--- src/rtl/fft_radix2_sequencer.sv ---
// In-place radix-2 DIT FFT sequencer: one butterfly every three cycles (READ, WR_A, WR_B)
// over a memory with two combinational read ports and an always-active write port.
module fft_radix2_sequencer #(
  parameter int N     = 32,
  parameter int A_LEN = 5,
  parameter int W     = 16,
  parameter int FRAC  = 14,
  parameter int SCALE = 1
) (
  input  logic               clk,
  input  logic               rst,
  input  logic               start,
  output logic               busy,
  output logic               done,
  output logic [A_LEN-1:0]   raddr1,
  output logic [A_LEN-1:0]   raddr2,
  input  logic [2*W-1:0]     rdata1,
  input  logic [2*W-1:0]     rdata2,
  output logic [A_LEN-1:0]   waddr,
  output logic [2*W-1:0]     wdata,
  output logic [A_LEN-2:0]   tw_addr,
  input  logic [2*W-1:0]     tw_data
);

  localparam int I_W = A_LEN - 1;
  localparam int S_W = (A_LEN > 1) ? $clog2(A_LEN) : 1;
  localparam int SH  = (SCALE != 0) ? 1 : 0;
  localparam logic [S_W-1:0] S_LAST = S_W'(A_LEN - 1);

  typedef enum logic [2:0] {IDLE, READ, WR_A, WR_B, DONE} state_t;

  state_t           r_state;
  state_t           w_next;
  logic [I_W-1:0]   r_i;
  logic [S_W-1:0]   r_s;
  logic [2*W-1:0]   r_sum;
  logic [2*W-1:0]   r_diff;
  logic             r_busy;
  logic             r_done;

  logic [I_W-1:0]   w_mask;
  logic [I_W-1:0]   w_low;
  logic [I_W-1:0]   w_high;
  logic [A_LEN-1:0] w_half;
  logic [A_LEN-1:0] w_a;
  logic [A_LEN-1:0] w_b;
  logic             w_last;

  // (i >> s) << (s+1) equals (i with its low s bits cleared) shifted left once.
  assign w_mask  = ~({I_W{1'b1}} << r_s);
  assign w_low   = r_i & w_mask;
  assign w_high  = r_i & ~w_mask;
  assign w_half  = {{I_W{1'b0}}, 1'b1} << r_s;
  assign w_a     = {w_high, 1'b0} | {1'b0, w_low};
  assign w_b     = w_a | w_half;
  assign tw_addr = w_low << (S_LAST - r_s);
  assign raddr1  = w_a;
  assign raddr2  = w_b;
  assign w_last  = (r_i == {I_W{1'b1}}) && (r_s == S_LAST);

  function automatic logic signed [2*W:0] sx2(input logic signed [W-1:0] v);
    return {{(W+1){v[W-1]}}, v};
  endfunction

  logic signed [W-1:0] w_ar, w_ai, w_br, w_bi, w_wr, w_wi, w_tr, w_ti;
  logic signed [2*W:0] w_pr, w_pi;
  logic signed [W:0]   w_sre, w_sim, w_dre, w_dim;
  logic [W-1:0]        w_sum_re, w_sum_im, w_dif_re, w_dif_im;

  assign w_ar = rdata1[2*W-1:W];
  assign w_ai = rdata1[W-1:0];
  assign w_br = rdata2[2*W-1:W];
  assign w_bi = rdata2[W-1:0];
  assign w_wr = tw_data[2*W-1:W];
  assign w_wi = tw_data[W-1:0];

  assign w_pr = sx2(w_br) * sx2(w_wr) - sx2(w_bi) * sx2(w_wi);
  assign w_pi = sx2(w_br) * sx2(w_wi) + sx2(w_bi) * sx2(w_wr);
  assign w_tr = W'(w_pr >>> FRAC);
  assign w_ti = W'(w_pi >>> FRAC);

  assign w_sre = {w_ar[W-1], w_ar} + {w_tr[W-1], w_tr};
  assign w_sim = {w_ai[W-1], w_ai} + {w_ti[W-1], w_ti};
  assign w_dre = {w_ar[W-1], w_ar} - {w_tr[W-1], w_tr};
  assign w_dim = {w_ai[W-1], w_ai} - {w_ti[W-1], w_ti};

  assign w_sum_re = W'(w_sre >>> SH);
  assign w_sum_im = W'(w_sim >>> SH);
  assign w_dif_re = W'(w_dre >>> SH);
  assign w_dif_im = W'(w_dim >>> SH);

  // Next-state logic
  always_comb begin
    w_next = r_state;
    case (r_state)
      IDLE:    if (start) w_next = READ; else w_next = IDLE;
      READ:    w_next = WR_A;
      WR_A:    w_next = WR_B;
      WR_B:    if (w_last) w_next = DONE; else w_next = READ;
      DONE:    w_next = IDLE;
      default: w_next = IDLE;
    endcase
  end

  // State, counters, butterfly results and status flags
  always_ff @(posedge clk) begin
    if (rst) begin
      r_state <= IDLE;
      r_i     <= {I_W{1'b0}};
      r_s     <= {S_W{1'b0}};
      r_sum   <= {(2*W){1'b0}};
      r_diff  <= {(2*W){1'b0}};
      r_busy  <= 1'b0;
      r_done  <= 1'b0;
    end else begin
      r_state <= w_next;
      r_busy  <= (w_next == READ) || (w_next == WR_A) || (w_next == WR_B);
      r_done  <= (w_next == DONE);
      if (r_state == READ) begin
        r_sum  <= {w_sum_re, w_sum_im};
        r_diff <= {w_dif_re, w_dif_im};
      end
      if (r_state == WR_B) begin
        if (r_i == {I_W{1'b1}}) begin
          r_i <= {I_W{1'b0}};
          r_s <= w_last ? {S_W{1'b0}} : (r_s + {{(S_W-1){1'b0}}, 1'b1});
        end else begin
          r_i <= r_i + {{(I_W-1){1'b0}}, 1'b1};
        end
      end
    end
  end

  // Outside the write states the port rewrites mem[raddr1] with its own contents.
  always_comb begin
    waddr = raddr1;
    wdata = rdata1;
    case (r_state)
      WR_A: begin
        waddr = w_a;
        wdata = r_sum;
      end
      WR_B: begin
        waddr = w_b;
        wdata = r_diff;
      end
      default: begin
        waddr = raddr1;
        wdata = rdata1;
      end
    endcase
  end

  assign busy = r_busy;
  assign done = r_done;

endmodule

--- config.mk ---
export PLATFORM = sky130hd
export DESIGN_NAME = fft_radix2_sequencer
export DESIGN_NICKNAME = d
export VERILOG_FILES = /design/src/rtl/fft_radix2_sequencer.sv
export SDC_FILE = /design/constraint.sdc
export NUM_CORES = 2
export LEC_CHECK = 0
export BUFFER_PORTS_ARGS = -buffer_cell sky130_fd_sc_hd__buf_4
export CAP_MARGIN = 20
export CORE_MARGIN = 3
export CORE_UTILIZATION = 29
export DETAILED_ROUTE_END_ITERATION = 12
export GPL_TIMING_DRIVEN = 1
export PLACE_DENSITY = 0.45
export SYNTH_ARGS = -nofsm -noshare
export SYNTH_HDL_FRONTEND = slang
export SYNTH_SLANG_ARGS = --single-unit
--- constraint.sdc ---
create_clock -name clk -period 26.7 [get_ports clk]
set_input_delay 0 -clock clk [delete_from_list [all_inputs] [get_ports clk]]
set_output_delay 0 -clock clk [all_outputs]
set_load 0.01 [all_outputs]
After elaboration in Yosys (flattened, before gate mapping)
Index checks and enable logic that the tools add are counted.
- $mul: 4
- $add $sub $neg: 9
- shifts and indexed selects: 3
- reductions and logical operators: 5
- muxes and demuxes: 7
- bitwise operators: 6
- divide/modulo/power cells: 0
- equal/unequal tests: 9
- $lt $le $gt $ge: 0
- operator list (cell ; number):
    multiplier 16 x 16 -> 30 bit ; 4
    one-hot mux 32 bit (2 select lines) ; 1
    adder 16 x 16 -> 17 bit ; 2
    subtractor 16 x 16 -> 17 bit ; 2
    adder 30 bit ; 1
    subtractor 30 bit ; 1
    == test 3 x 2 -> 1 bit (second input constant) ; 4
    one-hot mux 3 bit (4 select lines) ; 1
    AND 4 bit ; 2
    inverter 4 bit ; 2
    == test 3 x 1 -> 1 bit (second input constant) ; 2
    == test 3 bit (second input constant) ; 2
    two-way mux 3 bit ; 2
    two-way mux 5 bit ; 1
    bitwise OR 5 x 4 -> 5 bit ; 1
    bitwise OR 5 bit ; 1
    left shift 1 x 3 -> 5 bit (first input constant) ; 1
    adder 4 x 1 -> 4 bit (second input constant) ; 1
    == test 4 bit (second input constant) ; 1
    two-way mux 4 bit ; 1
    left shift 4 x 3 -> 4 bit ; 1
    left shift 4 x 3 -> 4 bit (first input constant) ; 1
    adder 3 x 1 -> 3 bit (second input constant) ; 1
    zero test 3 bit ; 1
    5 further kinds ; 6
- memories kept: 0
- word-level logic and storage cells: 50
- input bits: 99
- memory bits (read-only): 0
- memory bits (writable): 0
- bits in latches: 0
- bits in registers: 76

Logic depth before layout (Yosys ltp)
- depth in word-level cells: 7
- depth in mapped cells: 39
- depth with buffers taken out: 38

Worst setup path before layout
No wires, ideal clock.
- path type: input to register
- start point: input port rdata2[30]
- end point: register r_diff[30]
- stages on the path: 33
- data required time: 26626 ps
- arrival time: 8413 ps
- buffers on the path: 2
- path slack: 18212 ps
- library setup time: 74 ps
- cell sequence: clkbuf_1 and2_1 fa_1 inv_1 fa_1 inv_1 fa_1 inv_1 fa_1 inv_1 fa_1 fa_1 fa_1 inv_1 fa_1 inv_1 ha_1 clkbuf_1 a2111oi_0 o211ai_1 a31oi_1 xnor2_1 inv_1 ha_1 or4_1 a221oi_2 o211ai_2 a21oi_4 o41ai_2 a221oi_2 nor2_1 or4_1 a31oi_1
- longest elaborated chain between the ends: 3
- ends and longest elaborated chain (what ; RTL line ; text):
    start, declared ; 18 ; input logic [2*W-1:0] rdata2,
    multiplier 16 x 16 -> 30 bit ; 77 ; assign w_pr = sx2(w_br) * sx2(w_wr) - sx2(w_bi) * sx2(w_wi);
    subtractor 30 bit ; 77 ;
    subtractor 16 x 16 -> 17 bit ; 84 ; assign w_dre = {w_ar[W-1], w_ar} - {w_tr[W-1], w_tr};
    end signal, assigned ; 112 ; r_diff <= {(2*W){1'b0}};
    end signal, assigned ; 121 ; r_diff <= {w_dif_re, w_dif_im};
    end, declared ; 37 ; logic [2*W-1:0] r_diff;
No other way between the ends.
A chain may end at the register's enable or synchronous reset.

Final worst setup path
- start point: input port tw_data[16]
- end point: register r_diff[14]
- longest elaborated chain between the ends: 3
- ends and longest elaborated chain (what ; RTL line ; text):
    start, declared ; 22 ; input logic [2*W-1:0] tw_data
    multiplier 16 x 16 -> 30 bit ; 78 ; assign w_pi = sx2(w_br) * sx2(w_wi) + sx2(w_bi) * sx2(w_wr);
    adder 30 bit ; 78 ;
    subtractor 16 x 16 -> 17 bit ; 85 ; assign w_dim = {w_ai[W-1], w_ai} - {w_ti[W-1], w_ti};
No other way between the ends.

==> metrics.md <==
| Metric | Value |
|---|---|
| Post-Syn Area | `44100 sq um` |
| Primary FF master, synth | `dfxtp_1` |
| Worst EP arrival | `9.99 ns` |
| Setup Buffers After CTS | `0` |
| Hold path depth | `4` |
| RSZ-0062 raised after global routing | `no` |
| CP max FO | `31` |
| Reg-to-Reg Start | `r_state[0]$_SDFF_PP0_` |
| Max-cap violations | `0` |
| Status | `completed` |
| Syn-to-layout area delta | `7.14%` |
| Crit Path Class | `in -> reg` |
| Mean post-synth cell area | `9.00 sq um` |
| R2R depth | `6` |
| Post-CTS Resized | `0` |
| Cell mode on critical path | `fa_1` |
| Min-delay src | `rdata1[1]` |
| Num CTS Buffers | `9` |
| R2r setup slk | `24.16 ns` |
| Setup crit end | `r_diff[14]$_SDFFE_PP0P_` |
| Vias | `30400` |
| Async SR Flop Fraction | `0%` |
| Actual slew at the worst max-slew pin | `0.965 ns` |
| Vias per cell | `4.43` |
| Post-Syn Nets | `6457` |
| Seq/Total Area, Yosys | `3.45%` |
| Clk Latency, worst-skew pair | `0.35 ns` |
| Final setup viols | `0` |
| Critical path launch point type | `input port` |
| Vias in the first global route | `33600` |
| Max Slew Vio Count | `0` |
| Clock tree buffer depth | `2` |
| Netlist cell types | `70` |
| Routed WL | `123 mm` |
| FF-to-FF End | `r_diff[17]$_SDFFE_PP0P_` |
| Wire per inst | `17.9 microns` |
| Setup TNS Final | `0 ns` |
| Drt first pass iters | `5` |
| Tot GR Track Use | `16.2%` |
| WP buf/inv | `6` |
| Synth warn | `0` |
| Critical Path Sink Type | `flip-flop` |
| Gpl congestion | `0.849` |
| Fmax | `103 MHz` |
| Seq cells post-synth | `76` |
| DIE AREA | `157000 sq um` |
| Worst-path clk slew | `0.06 ns` |
| Root buf cell | `clkbuf_16` |
| H-tree levels | `3` |
| GRT Residual Overflow | `0` |
| First-pass GRT wire length | `198 mm` |
| Final Cycle Share | `36.4%` |
| Most frequent cells in the layout | `1276 x inv_1, 1088 x fa_1, 550 x nand2_1, 537 x and2_1, 368 x ha_1` |
| Final ANT Viol Nets | `0` |
| Pin count of the biggest net entering global routing | `96` |
| Setup crit start | `tw_data[16]` |
| Mapped Cells | `4902` |
| PortBufs | `151` |
| Number of primary I/O pins | `152` |
| Setup Skew | `0.00642 ns` |
| Initial Utilization | `29.3%` |
| CTS hold repair buffers | `1` |
| Hold Vio Cnt, Final | `0` |
| Critical path's slowest cell | `fa_1` |
| # DRC | `0` |
| Chip width | `396 microns` |
| WP depth | `34` |
| CP peak stage delay | `0.60 ns` |
| Worst path top cell family by delay | `adder cells` |
| Number of synthesized flops with an enable pin | `0` |
| Tightest Hold Check Type | `in -> reg` |
| Commonest non-fill, non-tap cell in the layout | `inv_1` |
| Clock Sinks | `76` |
| DIE HEIGHT | `396 microns` |
| Post-DP HPWL | `98.0 mm` |
| Initial detailed-routing violation count | `1338` |
| Fillers | `16100` |
| Crit path time final | `9.72 ns` |
| Core Box Area | `150000 sq um` |
| Fraction of layout cells with a size suffix above 1 | `4.30%` |
| CTS tree | `done` |
| Placement Rows | `142` |
| Relative slew slack | `35.6%` |
| Worst Path Required | `26.97 ns` |
| Antenna violations before repair | `14` |
| Final nets | `6391` |
[worst register-to-register path, stage by stage, from the launching register on]
cell and delay, ns:
dfxtp_2 0.31, buf_4 0.54, inv_1 0.24, nor3_2 0.14
buf_4 0.75, nand3_1 0.30, a21oi_1 0.20
[final cells by class]
class                      count  area, sq um  share of cell area [%]
antenna                        7         17.5                  0.0370
clock buffer                   9          225                   0.476
multi-input combinational   3310        36900                    78.1
tap                         2016         2520                    5.33
clock inverter                 7         58.8                   0.124
sequential                    76         1520                    3.22
inverter                    1278         4800                    10.1
timing repair buffer         161         1210                    2.56
[cell usage after synthesis, drive strengths merged, types with 6 or more instances]
library cell	instances	area (sq um)
a211oi	33	248
a21o	23	173
a21oi	85	448
a311oi	6	52.6
a31oi	9	56.3
and2	537	3360
and3	6	37.5
buf	6	23.8
clkbuf	232	871
dfxtp	76	1520
fa	1088	21800
ha	368	4600
inv	1278	4800
mux2i	34	340
nand2	550	2060
nand2b	37	231
nand3	20	100
nand4	8	50.1
nor2	127	477
nor2b	9	56.3
nor3	26	130
o211ai	12	95.1
o21a	8	61.3
o21ai	68	340
o21bai	13	97.6
or2	7	43.8
or3	11	68.8
or4	6	48.8
xnor2	110	963
xor2	42	368
[layer usage]
layer | GRT usage (%) | vias up | wire length (microns)
met5 | 0 | - | 48
met4 | 1.38 | 8 | 626
met3 | 1.82 | 44 | 5670
met2 | 26.4 | 553 | 56400
met1 | 24.0 | 15800 | 59900
li1 | - | 14100 | -
[worst min-delay path by stage]
stage | to | slack, ns
global placement | wdata[25] | 0.34
floorplan | wdata[0] | 0.15
CTS | r_sum[31]$_SDFFE_PP0P_ | 0.13
global route | r_sum[31]$_SDFFE_PP0P_ | 0.17
finish | r_sum[0]$_SDFFE_PP0P_ | 0.14
detailed placement | r_state[0]$_SDFF_PP0_ | 0.33
[registers in the layout (all words and copies together) (netlist names)]
signal / flops
r_sum: 32
r_state: 3
r_i: 4
r_s: 3
r_diff: 32
busy: 1
done: 1
[metrics by stage]
step                cells  util [%]  hold slack, ns  setup slack (ns)  cell area, sq um
finish               6864      31.4           0.144             16.98             47300
global route         6857      31.4           0.169             16.31             47300
CTS                  6857      31.4           0.128             16.90             47300
detailed placement   6840      31.2           0.335             16.56             47000
global placement     6840      31.2           0.336             16.55             47000
floorplan            4902         -           0.154             18.21             44100
[cell families after synthesis]
family	count (synthesis)	share of synthesized area, %
flip-flops	76	3.45
multiplexers	34	0.771
buffers and inverters	1516	12.9
XOR/XNOR	152	3.02
AO/OA/AOI/OAI	306	4.63
adder cells (fa/ha/maj)	1456	59.8
AND/OR/NAND/NOR	1362	15.4
Power is left out: the tool's default activity adds up to more than one toggle a clock period on the data nets, which glitch-free logic cannot reach.
